## src/rtl/eth_mac_1g_tx.sv

```systemverilog
// GMII 1G MAC transmit: preamble, SFD, payload, optional pad, FCS, IFG; byte stream in, GMII out.
// Latency: 1 cycle from accepted byte to tx_data; first payload byte 8 cycles after first 0x55.
// Backpressure: s_ready high only in DATA/DRAIN; a missing byte mid-frame aborts with tx_er.
// Optional padding to MIN_PAYLOAD is compiled in with `define ETH_TX_PAD_EN.
module eth_mac_1g_tx #(
    parameter int IFG_CYCLES  = 12,
    parameter int MIN_PAYLOAD = 60,
    parameter int MAX_PAYLOAD = 1514
) (
    input  logic       clk,
    input  logic       rst_n,
    input  logic [7:0] s_data,
    input  logic       s_valid,
    input  logic       s_last,
    output logic       s_ready,
    output logic [7:0] tx_data,
    output logic       tx_en,
    output logic       tx_er,
    output logic       busy,
    output logic       frame_done,
    output logic       frame_abort
);

    typedef enum logic [2:0] {
        S_IDLE  = 3'd0,
        S_PRE   = 3'd1,
        S_SFD   = 3'd2,
        S_DATA  = 3'd3,
`ifdef ETH_TX_PAD_EN
        S_PAD   = 3'd4,
`endif
        S_FCS   = 3'd5,
        S_IFG   = 3'd6,
        S_DRAIN = 3'd7
    } state_t;

    // The IDLE cycle before the next preamble is itself one idle wire cycle,
    // so the IFG state only has to cover the remaining IFG_CYCLES-1.
    localparam logic [15:0] IFG_LAST = (IFG_CYCLES > 1) ? 16'(IFG_CYCLES - 2) : 16'd0;
    localparam state_t      POST_FCS = (IFG_CYCLES > 1) ? S_IFG : S_IDLE;
    localparam logic [10:0] MAX_LEN  = 11'(MAX_PAYLOAD);
`ifdef ETH_TX_PAD_EN
    localparam logic [10:0] MIN_LEN  = 11'(MIN_PAYLOAD);
`endif

    state_t      state, state_n;
    logic [15:0] cnt, cnt_n;
    logic [10:0] len, len_n, len_inc;
    logic [31:0] crc, crc_n;
    logic [7:0]  data_n;
    logic        en_n, er_n, done_n, abort_n;
    logic        hs;

    function automatic logic [31:0] crc_byte(input logic [31:0] c, input logic [7:0] d);
        logic [31:0] r;
        r = c;
        for (int i = 0; i < 8; i++) begin
            r = (r[0] ^ d[i]) ? ((r >> 1) ^ 32'hEDB88320) : (r >> 1);
        end
        return r;
    endfunction

    assign hs      = s_valid && s_ready;
    assign len_inc = len + 11'd1;

    always_comb begin
        state_n = state;
        cnt_n   = cnt;
        len_n   = len;
        crc_n   = crc;
        data_n  = 8'h00;
        en_n    = 1'b0;
        er_n    = 1'b0;
        done_n  = 1'b0;
        abort_n = 1'b0;
        case (state)
            S_IDLE: begin
                if (s_valid) begin
                    state_n = S_PRE;
                    cnt_n   = 16'd0;
                end
            end
            S_PRE: begin
                en_n   = 1'b1;
                data_n = 8'h55;
                if (cnt == 16'd6) begin
                    state_n = S_SFD;
                    cnt_n   = 16'd0;
                end else begin
                    cnt_n = cnt + 16'd1;
                end
            end
            S_SFD: begin
                en_n    = 1'b1;
                data_n  = 8'hD5;
                crc_n   = 32'hFFFFFFFF;
                len_n   = 11'd0;
                state_n = S_DATA;
            end
            S_DATA: begin
                en_n = 1'b1;
                if (hs && (s_last || len_inc != MAX_LEN)) begin
                    data_n = s_data;
                    crc_n  = crc_byte(crc, s_data);
                    len_n  = len_inc;
                    if (s_last) begin
                        cnt_n   = 16'd0;
                        state_n = S_FCS;
`ifdef ETH_TX_PAD_EN
                        if (len_inc < MIN_LEN) state_n = S_PAD;
`endif
                    end
                end else begin
                    // Underflow or oversize: poison the frame on the wire and drop the rest.
                    er_n    = 1'b1;
                    abort_n = 1'b1;
                    state_n = S_DRAIN;
                end
            end
`ifdef ETH_TX_PAD_EN
            S_PAD: begin
                en_n  = 1'b1;
                crc_n = crc_byte(crc, 8'h00);
                len_n = len_inc;
                if (len_inc >= MIN_LEN) begin
                    state_n = S_FCS;
                    cnt_n   = 16'd0;
                end
            end
`endif
            S_FCS: begin
                en_n = 1'b1;
                case (cnt[1:0])
                    2'd0:    data_n = ~crc[7:0];
                    2'd1:    data_n = ~crc[15:8];
                    2'd2:    data_n = ~crc[23:16];
                    default: data_n = ~crc[31:24];
                endcase
                if (cnt[1:0] == 2'd3) begin
                    done_n  = 1'b1;
                    state_n = POST_FCS;
                    cnt_n   = 16'd0;
                end else begin
                    cnt_n = cnt + 16'd1;
                end
            end
            S_IFG: begin
                if (cnt >= IFG_LAST) begin
                    state_n = S_IDLE;
                    cnt_n   = 16'd0;
                end else begin
                    cnt_n = cnt + 16'd1;
                end
            end
            S_DRAIN: begin
                if (hs && s_last) begin
                    state_n = POST_FCS;
                    cnt_n   = 16'd0;
                end
            end
            default: state_n = S_IDLE;
        endcase
    end

    always_ff @(posedge clk or negedge rst_n) begin
        if (!rst_n) begin
            state       <= S_IDLE;
            cnt         <= 16'd0;
            len         <= 11'd0;
            crc         <= 32'hFFFFFFFF;
            tx_data     <= 8'h00;
            tx_en       <= 1'b0;
            tx_er       <= 1'b0;
            frame_done  <= 1'b0;
            frame_abort <= 1'b0;
            s_ready     <= 1'b0;
            busy        <= 1'b0;
        end else begin
            state       <= state_n;
            cnt         <= cnt_n;
            len         <= len_n;
            crc         <= crc_n;
            tx_data     <= data_n;
            tx_en       <= en_n;
            tx_er       <= er_n;
            frame_done  <= done_n;
            frame_abort <= abort_n;
            s_ready     <= (state_n == S_DATA) || (state_n == S_DRAIN);
            busy        <= (state_n != S_IDLE);
        end
    end

endmodule

```

## config.mk

```make
export PLATFORM = sky130hd
export DESIGN_NAME = eth_mac_1g_tx
export DESIGN_NICKNAME = d
export VERILOG_FILES = /design/src/rtl/eth_mac_1g_tx.sv
export SDC_FILE = /design/constraint.sdc
export NUM_CORES = 1
export LEC_CHECK = 0
export CORE_ASPECT_RATIO = 1.25
export CORE_MARGIN = 5
export CORE_UTILIZATION = 48
export DETAILED_ROUTE_END_ITERATION = 8
export GPL_TIMING_DRIVEN = 0
export PLACE_DENSITY = 0.68
export SYNTH_ARGS = -nofsm -noshare
export SYNTH_HDL_FRONTEND = slang
export SYNTH_SLANG_ARGS = --single-unit
```

## constraint.sdc

```tcl
create_clock -name clk -period 5.3 [get_ports clk]
set_input_delay 1.06 -clock clk [delete_from_list [all_inputs] [get_ports clk]]
set_output_delay 1.06 -clock clk [all_outputs]
set_load 0.02 [all_outputs]
```

; Word level (Yosys, flattened, before mapping)
; Index checks and enable logic that the tools add are counted.
[op_classes]
addsub = 2
magnitude_cmp = 1
n_eq_ne = 17
n_mux = 36
bitwise = 20
reduce_logical = 13
[op_table]
columns = op, n
row1 = 32-bit two-way mux, 9
row2 = 16-bit two-way mux, 7
row3 = 13-bit NOT with 14-bit output, 8
row4 = 16-bit case mux with 6 select lines, 1
row5 = 32-bit case mux with 2 select lines, 1
row6 = 8-bit NOT, 4
row7 = 8-bit case mux with 4 select lines, 1
row8 = 8-bit case mux with 3 select lines, 1
row9 = 11-bit case mux with 2 select lines, 1
row10 = 3-bit two-way mux, 7
row11 = 3-bit case mux with 7 select lines, 1
row12 = "16-bit by 1-bit adder with 16-bit output, second input constant", 1
row13 = "16-bit by 3-bit equality test with 1-bit output, second input constant", 1
row14 = "16-bit by 4-bit greater-or-equal comparator with 1-bit output, second input constant", 1
row15 = "3-bit equality test, second input constant", 4
row16 = "11-bit by 1-bit adder with 11-bit output, second input constant", 1
row17 = 11-bit two-way mux, 1
row18 = "11-bit != test, second input constant", 1
row19 = "3-bit by 2-bit equality test with 1-bit output, second input constant", 3
row20 = 8-bit two-way mux, 1
row21 = "2-bit != test, second input constant", 4
row22 = 1-bit bitwise XOR, 8
row23 = 6-bit nonzero test, 1
row24 = 1-bit two-way mux, 5
row25 = other kinds (12), 16
[word_totals]
reg_bits = 75
input_bits = 12
out_inout_bits = 14
wordCells = 99

; Depth between registers and ports, before layout
[depth]
word_depth = 18
mapped_depth = 11
depth_no_buf = 8

; Worst setup path before layout
; No wires, ideal clock.
[synth_timing]
path_kind = input -> register
from = input port s_data[2]
to = register crc[4]
setup_time_ns = 0.094
arrival_time_ns = 2.540
required_ns = 5.206
setup_slack_ns = 2.666
path_stages = 6
n_path_buf = 0
cell_sequence = xnor2_1 xor2_2 xor2_1 xnor2_1 nor4_1 a311oi_1
[synth_via]
elab_chain_len = 11
[synth_lines]
columns = item, line_no
row1 = "start, declared", 12  ; input logic [7:0] s_data,
row2 = 1-bit bitwise XOR (*), 58  ; r = (r[0] ^ d[i]) ? ((r >> 1) ^ 32'hEDB88320) : (r >> 1);
row3 = 32-bit two-way mux (*), 58
row4 = 13-bit NOT with 14-bit output (no source line), -
row5 = 32-bit two-way mux (*) (3 in a row), 58
row6 = 13-bit NOT with 14-bit output (no source line), -
row7 = 32-bit two-way mux (*) (2 in a row), 58
row8 = 32-bit two-way mux (*), 102  ; if (hs && (s_last || len_inc != MAX_LEN)) begin
row9 = 32-bit case mux with 2 select lines (*), 76  ; case (state)
row10 = "end signal, assigned", 182  ; crc <= crc_n;
row11 = "end, declared", 49  ; logic [31:0] crc, crc_n;
; Mark *: on every way between the ends. The rest lies on a longest branch, timed or not. The select of a mux whose other input is x is not followed.
; A chain may end at the register's enable or synchronous reset.

; Worst setup path after layout
[layout_timing]
from = input port s_data[6]
to = register crc[29]
[layout_via]
elab_chain_len = 6
[layout_lines]
columns = item, line_no
row1 = 1-bit bitwise XOR (*), 58
row2 = 32-bit two-way mux (*), 58
row3 = 13-bit NOT with 14-bit output (no source line), -
row4 = 32-bit two-way mux (*), 58
row5 = 32-bit two-way mux (*), 102
row6 = 32-bit case mux with 2 select lines (*), 76
; Marked as above.

==> flow_summary.yaml <==
clock_tree:
  postCtsResizedCells: 0
  ctsHtreeMaxLevel: 3
  number_of_clock_buffers_inserted_by_tritoncts: 9
  cts-root-to-sink-buffers: 2
  worstSkewPairLatency_ns: 0.34
  tritoncts_clock_tree: "built"
  cts.sinks: 75
  clock_tree.root_cell: "clkbuf_16"
  clkTransAtPathRegs_ns: 0.06
  postCtsSetupBuffers: 0
  cts_hold_fix_bufs: 0
drt:
  post_route_antenna_net_violation_count: 0
  detail_route.wirelength.met1_um: 5370
  firstDrtPassIters: 4
  highest_layer: "met4"
  total_length_of_routed_met2_wires_um: 5530
  detailroute.via_count: 3855
  final_routed_wirelength_um: 11600
  viasPerCell: 5.89
  drt_first_iter_violations: 296
  remaining_drc_errors: 0
  total_length_of_routed_met3_wires_um: 474
  routed_wire_length_per_instance_um: 17.7
synth:
  mappedNetlistNets: 505
  netlist_area_mm2: 0.00459
  synthesis.yosys.warnings: 0
  syn-instance-count: 486
  seq_cells_post_synth: 75
  post_synth.cell_area_avg_um2: 9.45
  synthArstFlopShare: 1.00
  netlist_top_cells_area: "dfrtp_1 23%, dfstp_2 18%, xnor2_1 9.7%, a2bb2oi_1 4.6%, nand2_1 4.5%"
  synthMostInstantiatedCell: "nand2_1"
  synth-edff-count: 0
  synth.top_cells.by_count: "55 x nand2_1, 51 x xnor2_1, 43 x dfrtp_1, 32 x dfstp_2, 30 x nor2_1"
  synth_sequential_area_ratio: 0.417
  synth.lib_cells_used.distinct: 57
  synth_top_area_frac: 0.234
  post-synth-top-area-cell: "dfrtp_1"
  synth-main-ff-cell: "dfrtp_1"
global_routing:
  globalRoute.totalOverflow: 0
  grt_util_all_layers: 0.204
  grt_antenna_before_repair: 0
  pin_count_of_the_biggest_net_entering_global_routing: 61
  grt_first_pass_wirelength_um: 19300
  grt_pass1_vias: 3729
critical_path:
  worstPathRequired_ns: 5.55
  critical_path.endpoint_type: "register"
  crit_path_max_fanout: 5
  critPathKind: "in -> reg"
  worstPathCellList: "clkdlybuf4s50_1, xnor2_1, xnor2_1, xnor2_1, xor2_1, nor4_1, a311oi_1"
  slowest_delay_ns: 0.62
  cpLargestDelayFamily: "XOR/XNOR gates"
  crit_buf_inv: 1
  crit_top_cell: "xnor2_1"
  startpoint_type_of_the_worst_setup_path: "input port"
  crit_path_top_delay_cell: "xnor2_1"
  arrival_ns: 3.49
layout:
  drive_gt1_frac: 0.119
  layout.area.seq_mm2: 0.00192
  areaGrowthSynthToFinish_pct: 16.6
  utilization: 0.563
  fill_count: 861
  num-nets-final: 542
  multi_input_comb_area_mm2: 0.00247
  count_of_antenna_diodes_in_the_layout: 0
  post_layout_cell_count: 654
sta:
  worst_clock_skew_ns: 0.00960
  final.setup.tns_ns: 0
  setup_viol: 0
  hold_violations: 0
  final.period_utilization: 0.612
  max_slew_violations: 0
  finalHoldWorstSlack_ns: 0.493
  max_freq_mhz: 309
  grt_setup_unrepaired: "false"
  tightest_slew_ns: 0.992
  slew_headroom: 0.334
  post-route-min-period_ns: 3.24
outcome:
  status: "complete, no violations"
power:
  switching_power_w: 0.00159
  power.ir.vdd_worst_uv: 284
  share_clk_of_total_power: 0.181
  leakage_nw: 2.10
  internal_w: 0.00214
  switching_share: 0.425
  combPwrFrac: 0.547
  power.density_mw_per_mm2: 696
  pwr-share-seq: 0.272
floorplan:
  die_h_um: 119
  design.portCount: 26
  std_cell_core_area_mm2: 0.00951
  die-area_mm2: 0.0116
  initial_core_util: 0.483
  row_count: 40
  chipWidth_um: 97.5
place:
  dpl.hpwl_um: 7980
  numPlacedInstances: 638
  gp_congestion: 0.890
  portBuffers: 25
hold_path:
  hp-class: "reg -> reg"
flow_run:
  max_cap_viol_count: 0
-- state kept, by name, indices dropped and copies added, names as in the netlist --
name         count
frame_done       1
state            3
s_ready          1
busy             1
tx_data          8
crc             32
tx_en            1
cnt             16
len             11
frame_abort      1
-- final timing paths --
| path | start | endpoint | slack, ns | depth (start not counted) |
|---|---|---|---|---|
| setup reg to reg | len[0]$_DFFE_PN0P_ | tx_data[3]$_DFF_PN0_ | 2.45 | 8 |
| hold / removal | cnt[9]$_DFFE_PN0P_ | cnt[9]$_DFFE_PN0P_ | 0.49 | 1 |
| min in group asynchronous | rst_n | tx_data[1]$_DFF_PN0_ | 0.58 | 1 |
| max in group asynchronous | rst_n | crc[7]$_DFFE_PN1P_ | 4.10 | 2 |
| setup / recovery | s_data[6] | crc[29]$_DFFE_PN1P_ | 2.06 | 7 |
| hold reg to reg | cnt[9]$_DFFE_PN0P_ | cnt[9]$_DFFE_PN0P_ | 0.49 | 1 |
-- metrics by stage --
step / setup slack (ns) / cell area [um2] / power (W)
after floorplan: 2.67 / 4590 / 0.00252
after global placement: 0.516 / 5000 / 0.00298
after detailed placement: 1.77 / 5030 / 0.00302
after CTS: 2.07 / 5360 / 0.00372
after global routing: 1.95 / 5360 / 0.00398
final: 2.06 / 5360 / 0.00373
-- power groups by stage --
| stage | Clock (W) | Sequential, W | Combinational, W |
|---|---|---|---|
| after global routing | 0.000709 | 0.00104 | 0.00223 |
| final | 0.000675 | 0.00101 | 0.00204 |
| after CTS | 0.000681 | 0.00101 | 0.00203 |
| after floorplan | 0 | 0.00102 | 0.00150 |
| after detailed placement | 0 | 0.00102 | 0.00201 |
| after global placement | 0 | 0.00101 | 0.00197 |
-- area by class of cell --
type / instances / area share
clock buffers: 10 / 0.0446
well taps: 126 / 0.0294
clock inverters: 6 / 0.0166
flip-flops and latches: 75 / 0.358
inverters: 16 / 0.0112
multi-input cells: 368 / 0.462
repair buffers: 26 / 0.0514
plain buffers: 27 / 0.0269
-- cells by family after synthesis --
logic type,after synthesis,synth area share
muxes,8,0.0174
AOI/OAI and AO/OA,125,0.196
DFF,75,0.417
adders and majority gates,7,0.0191
buffers and inverters,43,0.0444
and+or+nand+nor,158,0.169
xor gates and xnor gates,70,0.137
-- metal layers --
| metal | up-vias | track usage |
|---|---|---|
| met5 | - | 0 |
| met4 | 0 | 0.0589 |
| met3 | 17 | 0.0416 |
| met2 | 97 | 0.324 |
| met1 | 1922 | 0.283 |
| li1 | 1819 | - |
-- placed cells by master (no fill, tap or decap), drive strengths merged, types with 5 or more instances in the layout --
master         Yosys  routed
nand2             55      55
dfrtp             43      43
clkbuf            18      28
mux2i              8       8
a22o               6       6
and3               6       6
nand4              6       6
xor2              18      18
nor2              30      30
nor2b              8       8
nor4              10      10
a2bb2oi           24      24
nand3             18      18
dfstp             32      32
inv               16      16
a311oi             7       7
a21oi             20      20
clkdlybuf4s50      0      24
xnor2             52      52
o22ai              7       7
a21o               6       6
nand2b             5       5
o31a               5       5
o21ai             17      17
nor3               8       8
a31oi              8       8
buf                9      11
ha                 7       7
(Power assumes the default switching activity.)
